<file path="config.mk">
export PLATFORM = sky130hd
export DESIGN_NAME = fault_inject_ram
export DESIGN_NICKNAME = d
export VERILOG_FILES = /design/src/rtl/fault_inject_ram.sv
export SDC_FILE = /design/constraint.sdc
export NUM_CORES = 1
export LEC_CHECK = 0
export CORE_MARGIN = 3
export CORE_UTILIZATION = 60
export CTS_BUF_LIST = sky130_fd_sc_hd__clkbuf_2 sky130_fd_sc_hd__clkbuf_4 sky130_fd_sc_hd__clkbuf_8
export DETAILED_ROUTE_END_ITERATION = 8
export GPL_TIMING_DRIVEN = 0
export PLACE_DENSITY = 0.75
export SYNTH_ARGS = -nofsm -noshare
export SYNTH_HDL_FRONTEND = slang
export SYNTH_SLANG_ARGS = --single-unit
</file>
<file path="constraint.sdc">
create_clock -name clk -period 13.9 [get_ports clk]
set_clock_uncertainty 0.2 [all_clocks]
set_input_delay 2.78 -clock clk [delete_from_list [all_inputs] [get_ports clk]]
set_output_delay 2.78 -clock clk [all_outputs]
set_load 0.005 [all_outputs]
</file>
<file path="src/rtl/fault_inject_ram.sv">
// Single-port synchronous RAM with a runtime-programmable fault table (stuck-at and
// transition-up faults), saturating access counters and a per-read fault-hit flag.
module fault_inject_ram #(
    parameter int ADDR_W     = 6,
    parameter int DATA_W     = 8,
    parameter int NUM_FAULTS = 4,
    parameter int CNT_W      = 16,
    localparam int IDX_W     = (NUM_FAULTS > 1) ? $clog2(NUM_FAULTS) : 1,
    localparam int BIT_W     = (DATA_W > 1) ? $clog2(DATA_W) : 1
) (
    input  logic              clk,
    input  logic              rst,
    input  logic              csin,
    input  logic              rwbarin,
    input  logic [ADDR_W-1:0] address,
    input  logic [DATA_W-1:0] datain,
    output logic [DATA_W-1:0] dataout,
    input  logic              fi_we,
    input  logic [IDX_W-1:0]  fi_idx,
    input  logic [1:0]        fi_type,
    input  logic [ADDR_W-1:0] fi_addr,
    input  logic [BIT_W-1:0]  fi_bit,
    input  logic              fi_clear_all,
    output logic              fault_hit,
    output logic [CNT_W-1:0]  rd_count,
    output logic [CNT_W-1:0]  wr_count
);

    localparam logic [1:0] FT_NONE = 2'b00;
    localparam logic [1:0] FT_SA0  = 2'b01;
    localparam logic [1:0] FT_SA1  = 2'b10;
    localparam logic [1:0] FT_TFUP = 2'b11;

    function automatic logic [CNT_W-1:0] sat_inc(input logic [CNT_W-1:0] v);
        return (&v) ? v : v + 1'b1;
    endfunction

    logic [DATA_W-1:0] mem_q [2**ADDR_W];

    logic [NUM_FAULTS-1:0][1:0]        ftype_q, ftype_d;
    logic [NUM_FAULTS-1:0][ADDR_W-1:0] faddr_q, faddr_d;
    logic [NUM_FAULTS-1:0][BIT_W-1:0]  fbit_q, fbit_d;

    logic [DATA_W-1:0] dataout_q, dataout_d;
    logic              fault_hit_q, fault_hit_d;
    logic [CNT_W-1:0]  rd_count_q, rd_count_d;
    logic [CNT_W-1:0]  wr_count_q, wr_count_d;

    logic [DATA_W-1:0][1:0] bit_fault;
    logic                   sa_hit;
    logic [DATA_W-1:0]      raw_word, rd_word, wr_word;
    logic                   mem_we;

    // Walk entries from highest to lowest index so the lowest matching index wins per bit.
    always_comb begin
        bit_fault = '0;
        sa_hit    = 1'b0;
        for (int i = NUM_FAULTS - 1; i >= 0; i--) begin
            if (ftype_q[i] != FT_NONE && faddr_q[i] == address) begin
                bit_fault[fbit_q[i]] = ftype_q[i];
                if (ftype_q[i] == FT_SA0 || ftype_q[i] == FT_SA1) begin
                    sa_hit = 1'b1;
                end
            end
        end
    end

    assign raw_word = mem_q[address];

    // Stuck-at faults only mask the read path; TF-up only masks the write path.
    always_comb begin
        rd_word = raw_word;
        wr_word = datain;
        for (int b = 0; b < DATA_W; b++) begin
            case (bit_fault[b])
                FT_SA0:  rd_word[b] = 1'b0;
                FT_SA1:  rd_word[b] = 1'b1;
                FT_TFUP: if (!raw_word[b]) wr_word[b] = 1'b0;
                default: ;
            endcase
        end
    end

    always_comb begin
        dataout_d   = dataout_q;
        fault_hit_d = 1'b0;
        rd_count_d  = rd_count_q;
        wr_count_d  = wr_count_q;
        mem_we      = 1'b0;
        if (csin) begin
            if (rwbarin) begin
                dataout_d   = rd_word;
                fault_hit_d = sa_hit;
                rd_count_d  = sat_inc(rd_count_q);
            end else begin
                wr_count_d  = sat_inc(wr_count_q);
                mem_we      = !rst;
            end
        end
    end

    always_comb begin
        ftype_d = ftype_q;
        faddr_d = faddr_q;
        fbit_d  = fbit_q;
        if (fi_clear_all) begin
            ftype_d = '0;
        end else if (fi_we) begin
            ftype_d[fi_idx] = fi_type;
            faddr_d[fi_idx] = fi_addr;
            fbit_d[fi_idx]  = fi_bit;
        end
    end

    always_ff @(posedge clk) begin
        if (rst) begin
            dataout_q   <= '0;
            fault_hit_q <= 1'b0;
            rd_count_q  <= '0;
            wr_count_q  <= '0;
            ftype_q     <= '0;
        end else begin
            dataout_q   <= dataout_d;
            fault_hit_q <= fault_hit_d;
            rd_count_q  <= rd_count_d;
            wr_count_q  <= wr_count_d;
            ftype_q     <= ftype_d;
        end
    end

    // Array contents and entry locations are deliberately left out of reset.
    always_ff @(posedge clk) begin
        faddr_q <= faddr_d;
        fbit_q  <= fbit_d;
        if (mem_we) begin
            mem_q[address] <= wr_word;
        end
    end

    assign dataout   = dataout_q;
    assign fault_hit = fault_hit_q;
    assign rd_count  = rd_count_q;
    assign wr_count  = wr_count_q;

endmodule

</file>
## Word level (Yosys, flattened, before mapping)

Memory sizes are Yosys's and may differ from the RTL's.
Index checks and enable logic that the tools add are counted.

- Reductions and logical operators: 26
- Multiplexer cells: 60
- Equal/unequal tests: 36
- Add/sub/neg operators: 2
- Bitwise logic cells: 6
- $lt $le $gt $ge: 10

Operator list:

| cell | count |
|---|---|
| $mux W16 | 4 |
| $bwmux W16 | 3 |
| $eq A2 B2 Y1 const B | 20 |
| $add A16 B1 Y16 const B | 2 |
| $reduce_and A16 Y1 | 2 |
| $mux W1 | 28 |
| $bwmux W24 | 1 |
| $demux W2 S3 | 4 |
| $eq A2 B1 Y1 const B | 12 |
| $eq A6 B6 Y1 | 4 |
| $and A16 B16 Y16 | 1 |
| $lt A3 B4 Y1 const B | 4 |
| $pmux W1 S2 | 8 |
| $bwmux W12 | 1 |
| $demux W6 S2 | 1 |
| $ge A3 B1 Y1 const B | 4 |
| $mux W2 | 5 |
| $logic_and A1 B1 Y1 | 9 |
| $bwmux W8 | 1 |
| $reduce_bool A2 Y1 | 4 |
| $demux W3 S2 | 1 |
| $mux W6 | 1 |
| $reduce_and A3 Y1 | 2 |
| $not A1 Y1 | 5 |
| other kinds (9) | 13 |

- Output and inout port bits: 41
- Bits in writable memories: 512
- Word-level logic and storage cells: 157
- Memories kept: 1
- Bits in registers: 85

Memories:

| name | words | bits a word | rd ports | clocked after Yosys merged registers in | wr ports | line | text |
|---|---|---|---|---|---|---|---|
| mem_q | 64 | 8 | 1 | 0 | 1 | 38 | `logic [DATA_W-1:0] mem_q [2**ADDR_W];` |

## Depth between registers and ports, before layout

Gate-level depths: netlist of run 1.

- Depth after elaboration: 14
- Gate-level depth with buffers: 13

## Worst setup path before layout of run 1

OpenSTA, ideal clock, no wires.

- Kind: input to register
- Start: in address[2]
- End: mem mem_q[0][3], data pin
- Data arrival time: 7.065 ns
- Setup slack: 5.910 ns
- Data required time: 12.975 ns
- Stages on the path: 10
- Setup time: 0.725 ns
- Path buffers: 2
- Cells stage by stage: buf_4 -> buf_4 -> xor2_1 -> nor3_1 -> nand3b_1 -> o22ai_1 -> a21oi_1 -> a21o_1 -> ha_1 -> a21boi_0

- Word-level cells in the longest chain between the ends: 11
- Elaborated cells between the ends (all ways): 19
- Classes of those cells: eq/ne: 5; mux: 9; reduce/logical: 4; memory: 1

Ends and longest elaborated chain:

| item | line | text |
|---|---|---|
| start: declaration | 15 | `input logic [ADDR_W-1:0] address,` |
| $eq A6 B6 Y1 | 59 | `if (ftype_q[i] != FT_NONE && faddr_q[i] == address) begin` |
| $logic_and A1 B1 Y1 | 59 |  |
| $mux W16 | 59 |  |
| $bwmux W16 | 60 | `bit_fault[fbit_q[i]] = ftype_q[i];` |
| $mux W16 | 59 |  |
| $bwmux W16 | 60 |  |
| $mux W16 | 59 |  |
| $bwmux W16 | 60 |  |
| $mux W16 | 59 |  |
| $eq A2 B2 Y1 | 75 | `case (bit_fault[b])` |
| $mux W1 (*) | 75 |  |
| net wr_word[3] | 51 | `logic [DATA_W-1:0] raw_word, rd_word, wr_word;` |
| end: declaration | 38 |  |

The timed path passes the listed nets; every way through them passes the cells marked *.

## Worst setup path in the final report of run 1

- Start: in address[0]
- End: mem mem_q[13][5], data pin

Same word-level chain as after synthesis.

==> run_results.csv, run 1 <==
group,metric,value,unit
outcome,outcome,"complete, no violations",
yosys,postSynthCellCount,1700,
power_and_ir_drop,p_leak,9.56,nW
clock_tree,cts_resized,0,
yosys,synth-seq-cells,597,
worst_setup_path,worstPathArrival,7340,ps
sta,rsz0062_at_grt,"no",
flow_run,drv_cap,0,
global_routing,grt_pass1_wl,97100,um
min_path,hold_class,"reg -> reg",
finish,area_delta_synth_final,14.3,%
finish,final_nets,1934,
drt,drc_errors,0,
sta,hold_viol,0,
worst_setup_path,worstPathCellList,"clkdlybuf4s50_1 > buf_2 > nand2b_1 > clkbuf_1 > clkbuf_1 > o22ai_1 > a2111oi_0 > a311oi_1 > a31oi_4 > buf_12",
sta,finalCritPeriodShare,50.6,%
placement,dp.cells,2316,
finish,n_fill_cell,2723,
clock_tree,post_cts_buffers,0,
power_and_ir_drop,combPwrFrac,6.3,%
die,die_w,210,um
worst_setup_path,crit_cells,10,
die,start_util,60.9,%
drt,wl_per_cell,26.5,um
yosys,synth_compound_area_share,9.59,%
sta,worstMarginPinSlew,1350,ps
worst_setup_path,path_delay_family,"compound AO/OA/AOI/OAI gates",
sta,finalSetupViolations,0,
power_and_ir_drop,sw_frac_of_total,23.4,%
worst_setup_path,cpMaxStageDelayCell,"a2111oi_0",
clock_tree,clock-sinks,597,
yosys,yosys.area_share.simple,7.42,%
clock_tree,clockRootBuffer,"clkbuf_8",
worst_setup_path,crit_path_start,"address[0]",
global_routing,gr-total-overflow,0,
worst_setup_path,crit_top_cell,"clkbuf_1",
drt,wl,66000,um
power_and_ir_drop,ir_drop,0.000116,V
power_and_ir_drop,p_seq_share,54.6,%
global_routing,grt_max_degree,42,
power_and_ir_drop,powerDensity,126,mW/mm^2
sta,max_freq,0.142,GHz
die,ioPinCount,74,
yosys,synth_area,0.0250,mm^2
finish,final_cells,2490,
clock_tree,clk_path_buf_depth,3,
yosys,synthTopCellsByCount,"edfxtp_1 (548), nor2_1 (159), mux2i_1 (153)",
drt,ant_nets,0,
drt,vias,16145,
worst_setup_path,critPathMaxFanout,31,
yosys,synthDistinctLibCells,66,
power_and_ir_drop,p_sw,0.846,mW
global_routing,antenna_found_initial,1,
sta,drv_slew,0,
yosys,synth_top_family_by_area,"compound AO/OA/AOI/OAI gates",
yosys,yosysSeqAreaShare,69.8,%
drt,drt_first_pass_iters,5,
yosys,async_flop_share,0,%
clock_tree,clk_latency,680,ps
yosys,yosys.area_share.adder,1.10,%
clock_tree,cts_buffers,93,
placement,placed_cell_area,0.0268,mm^2
global_routing,grt_pass1_vias,15735,
worst_setup_path,cpPeakStageDelay,1160,ps
worst_setup_path,r2r_start,"ftype_q[0]$_SDFFE_PP0P_",
yosys,synthFlopType,"edfxtp_1",
global_routing,grt.total_usage,29.8,%
worst_setup_path,critPathBufInv,5,
worst_setup_path,timing.rr.end,"mem_q[61][2]$_DFFE_PP_",
yosys,ys_top_cells_by_area,"edfxtp_1 (66%), mux2i_1 (6.1%), dfxtp_1 (3.9%)",
power_and_ir_drop,p_int,2.77,mW
yosys,synthXorXnorAreaFrac,1.75,%
die,fp-row-count,74,
yosys,synth_edf_count,548,
die,dieArea,0.0441,mm^2
worst_setup_path,critPathLaunchType,"primary input",
worst_setup_path,worstSetupPathType,"in -> reg",
yosys,synthMuxAreaShare,8.03,%
worst_setup_path,reg2reg_slack,9510,ps
sta,relSlewSlack,7.90,%
worst_setup_path,ff2ff_path_depth,11,
clock_tree,clk_pin_slew,70,ps
yosys,yosysTopAreaCell,"edfxtp_1",
die,die_y,210,um
die,core_area,0.0410,mm^2
yosys,syn_area_per_cell,14.7,um^2
placement,port_buffers,67,
worst_setup_path,end_kind,"flop",
clock_tree,cts_tree,"built",
worst_setup_path,critical_path_required,14200,ps
sta,finalCriticalPeriod,7040,ps
placement,dp_hpwl,44600,um
sta,setup_tns,0,ps
yosys,ys.warnings.count,0,
worst_setup_path,critPathCapture,"mem_q[13][5]$_DFFE_PP_",
yosys,synth.top_cell.area_share,65.9,%
drt,avgViaCountPerCell,6.48,
yosys,syn_nets,1755,
finish,layout-drive-gt1-share,13.8,%
placement,gp_congestion,0.932,
drt,initialDrtViolationCount,1922,
power_and_ir_drop,clkPwrFrac,39.0,%
power_and_ir_drop,p_total,3.61,mW
yosys,yosysMostFrequentCell,"edfxtp_1",
clock_tree,h-tree-depth,3,
finish,final_cell_area,0.0286,mm^2
clock_tree,cts_hold_buf,0,
[worst min path at each step]
stage / start / end / slack, ps / cells past startpoint
after global routing: wr_count[8]$_SDFFE_PP0P_ / wr_count[8]$_SDFFE_PP0P_ / 360 / 2
final: wr_count[11]$_SDFFE_PP0P_ / wr_count[11]$_SDFFE_PP0P_ / 340 / 2
after detailed placement: wr_count[11]$_SDFFE_PP0P_ / wr_count[11]$_SDFFE_PP0P_ / 320 / 2
after CTS: wr_count[11]$_SDFFE_PP0P_ / wr_count[11]$_SDFFE_PP0P_ / 330 / 2
after global placement: wr_count[12]$_SDFFE_PP0P_ / wr_count[12]$_SDFFE_PP0P_ / 300 / 2
after floorplan: wr_count[9]$_SDFFE_PP0P_ / wr_count[9]$_SDFFE_PP0P_ / 300 / 2
[layout by cell type, fill, tap and decap left out, types with 10 or more instances in the layout]
cell and count:
clkbuf_8 95, nor2_1 159, edfxtp_1 548, dfxtp_1 49
clkinv_1 30, nand2b_1 12, nand2_1 52, mux2_2 38
nand3_1 29, a211oi_1 18, a21oi_1 38, a221oi_1 21
buf_2 36, o21ai_0 24, clkbuf_1 48, nor2b_1 23
nor3_1 24, xnor2_1 16, mux2i_1 153, a22oi_1 34
xor2_1 34, and3_1 11, ha_1 22, nand4_1 17
o21a_1 10, clkbuf_4 28, buf_1 11, nor4_1 13
o22ai_1 65, clkdlybuf4s50_1 67, a221o_1 20, clkinv_2 13
inv_1 29
[worst register-to-register path, delay by kind of cell (launching register included)]
| kind | cells | cell delay, ps |
|---|---|---|
| buf+inv | 3 | 800 |
| simple gates | 4 | 1280 |
| compound gates | 2 | 1040 |
| flops | 1 | 340 |
| fa+ha+maj | 2 | 510 |
[through the flow]
step	util (%)	setup slack (ps)	hold WS, ps
global route	69.6	6860	359
global placement	64.1	1980	299
finish	69.6	6860	337
floorplan	-	5910	299
detailed placement	65.3	6250	321
CTS	69.6	6960	331
[final cells by class]
class / instances / area (um^2) / area share, %
Multi-Input combinational cell: 972 / 7090 / 24.8
Antenna cell: 1 / 2.50 / 0.00876
Sequential cell: 597 / 17400 / 61.1
Tap cell: 532 / 666 / 2.33
Inverter: 29 / 109 / 0.381
Timing Repair Buffer: 84 / 1010 / 3.52
Clock buffer: 123 / 1520 / 5.32
Clock inverter: 50 / 259 / 0.907
Buffer: 102 / 463 / 1.62
[routing by layer]
metal  share of wire [%]  routed length (um)  vias to the layer above  GRT usage (%)
li1                    -                   -                     7045              -
met1                  38               25200                     7952           39.7
met2                  47               31000                      959           47.6
met3                  10                6660                      189           7.19
met4                 4.7                3090                        0           13.1
met5                   0                   0                        -              0
[power groups by stage]
stage                     clock, mW  sequential, mW  combinational (mW)
after detailed placement          0            2.01               0.223
after floorplan                   0            2.01               0.121
after global placement            0            2.02               0.203
after global routing           1.50            1.97               0.238
final                          1.41            1.97               0.228
after CTS                      1.42            1.97               0.223
[sequential cells by signal (all words and copies together), names as in the netlist]
signal,count
dataout,8
faddr_q,24
fault_hit,1
fbit_q,12
ftype_q,8
mem_q,512
rd_count,16
wr_count,16
[kinds of logic after synthesis]
group	after synthesis
compound gates	326
xor+xnor	50
buf+inv	131
mux	193
simple gates	381
fa+ha+maj	22
flops	597
Note: power is estimated with default switching activity, not from simulation.
==> run 2, diff against run 1 <==
CORE_UTILIZATION = 58   (was 60)
PLACE_DENSITY = 0.76   (was 0.75)
clock period = 6.2 ns   (was 13.9 ns; I/O delays follow)
==> run 2 against run 1 <==
Against the previous run:
- the run now ends with max-capacitance violations left
- sequential share of layout area rose by 0.054 points
- sequential cell count stayed put
- non-clock buffer count down 1
- first-iteration DRC count rose by 4.2%
- core utilization fell by 2.1 points
- register-to-register slack worse by 7800 ps
- die area increased by 3.4%
- clock power up 130%
- routed wire length shrank 1.1%
- global-route usage fell by 0.92 points
- total power increased by 120%
==> run_results.csv, run 2 (synthesis gave the netlist of run 1 again) <==
group,metric,value,unit
sta,max_freq,0.169,GHz
drt,drt_first_pass_iters,8,
sta,worstMarginPinSlew,1440,ps
placement,dp_hpwl,44600,um
clock_tree,post_cts_buffers,0,
outcome,outcome,"finished, violations left",
drt,wl,65200,um
clock_tree,clk_pin_slew,60,ps
drt,initialDrtViolationCount,2003,
die,dieArea,0.0456,mm^2
sta,hold_viol,0,
finish,top_regs,"mem_q (512), faddr_q (24)",
finish,area_delta_synth_final,14.2,%
die,start_util,59.1,%
outcome,violations,"max-capacitance violations",
clock_tree,clock-sinks,597,
drt,vias,16145,
finish,final_nets,1934,
global_routing,grt_pass1_vias,15882,
placement,gp_congestion,0.963,
finish,final-seq-area,0.0174,mm^2
finish,layout_commonest_cell,"edfxtp_1",
sta,relSlewSlack,1.29,%
power_and_ir_drop,ir_drop,0.000214,V
finish,diodes,0,
worst_setup_path,critical_path_required,6510,ps
clock_tree,h-tree-depth,3,
die,die_w,214,um
die,core_area,0.0422,mm^2
min_path,hold_class,"reg -> reg",
clock_tree,cts_tree,"built",
sta,finalCriticalPeriod,5910,ps
die,ioPinCount,74,
placement,dp.cells,2322,
worst_setup_path,worstPathArrival,6220,ps
placement,dpl_worst_slack,-140,ps
global_routing,grt.total_usage,28.9,%
finish,largest_reg_flops,512,
clock_tree,cts_buffers,94,
global_routing,grt_pass1_wl,96700,um
finish,layout-drive-gt1-share,13.8,%
flow_run,drv_cap,1,
sta,finalSetupViolations,0,
drt,wl_per_cell,26.3,um
worst_setup_path,worstSetupPathType,"in -> reg",
placement,port_buffers,67,
clock_tree,clockRootBuffer,"clkbuf_8",
clock_tree,cts_hold_buf,0,
clock_tree,clk_path_buf_depth,3,
drt,avgViaCountPerCell,6.51,
global_routing,gr-total-overflow,0,
sta,drv_slew,0,
clock_tree,cts_resized,0,
worst_setup_path,critPathMaxFanout,34,
finish,final_cells,2480,
finish,n_fill_cell,2867,
sta,finalCritPeriodShare,95.3,%
drt,drc_errors,0,
clock_tree,clk_latency,710,ps
worst_setup_path,end_kind,"flop",
global_routing,grt_max_degree,38,
global_routing,antenna_found_initial,0,
power_and_ir_drop,p_total,8.11,mW
power_and_ir_drop,p_leak,9.54,nW
die,die_y,214,um
sta,fin_ws,293,ps
power_and_ir_drop,powerDensity,284,mW/mm^2
finish,top_register,"mem_q",
die,fp-row-count,75,
sta,rsz0062_at_grt,"no",
finish,final_cell_mix,"edfxtp_1 (548), nor2_1 (159), mux2i_1 (153)",
finish,multiInputGateArea,0.00710,mm^2
worst_setup_path,critPathLaunchType,"primary input",
drt,ant_nets,0,
==> run 2: through the flow <==
| stage | hold slack (ps) | setup TNS (ps) | util, % | instance area (um^2) |
|---|---|---|---|---|
| 2_1_floorplan | 299 | 0 | - | 25000 |
| 3_3_place_gp | 304 | -1648750 | 62.3 | 26300 |
| 3_5_place_dp | 327 | -5220 | 63.4 | 26800 |
| 4_1_cts | 335 | 0 | 67.5 | 28500 |
| 5_1_grt | 374 | 0 | 67.6 | 28500 |
| 6_report | 332 | 0 | 67.6 | 28500 |
==> run 2: final timing paths <==
kind	from	endpoint	slack (ps)	cells after the start
setup / recovery	address[0]	mem_q[57][7]$_DFFE_PP_	290	10
hold / removal	wr_count[12]$_SDFFE_PP0P_	wr_count[12]$_SDFFE_PP0P_	330	2
setup reg to reg	ftype_q[4]$_SDFFE_PP0P_	mem_q[60][2]$_DFFE_PP_	1700	9
hold reg to reg	wr_count[12]$_SDFFE_PP0P_	wr_count[12]$_SDFFE_PP0P_	330	2
==> run 2: worst max-delay path, cell delays in order <==
cell and delay, ps:
clkdlybuf4s50_1 490, buf_2 250, nand2b_1 100, clkbuf_1 560, clkbuf_1 500, o22ai_1 230
a2111oi_0 1230, a311oi_1 340, a31oi_4 940, buf_12 280
==> run 2: metal layers <==
metal	vias up	wire, um	global-route usage [%]	part of all wire, %
met2	982	30300	46.0	47
met1	7943	24500	37.7	38
met5	-	0	0	0
li1	7021	-	-	-
met3	199	7170	7.45	11
met4	0	3210	13.7	4.9
==> run 2: report_power, final <==
group	total [mW]	leakage, nW	switching, mW	internal (mW)
Sequential	4.42	5.32	0.0116	4.41
Clock	3.18	0.933	1.53	1.65
Combinational	0.507	3.28	0.336	0.171
==> run 2: layout make-up <==
type / instances / share of cell area (%)
Sequential cell: 597 / 61.1
Multi-Input combinational cell: 972 / 24.9
Clock inverter: 34 / 0.825
Buffer: 102 / 1.62
Inverter: 29 / 0.382
Timing Repair Buffer: 83 / 3.46
Tap cell: 539 / 2.36
Clock buffer: 124 / 5.35
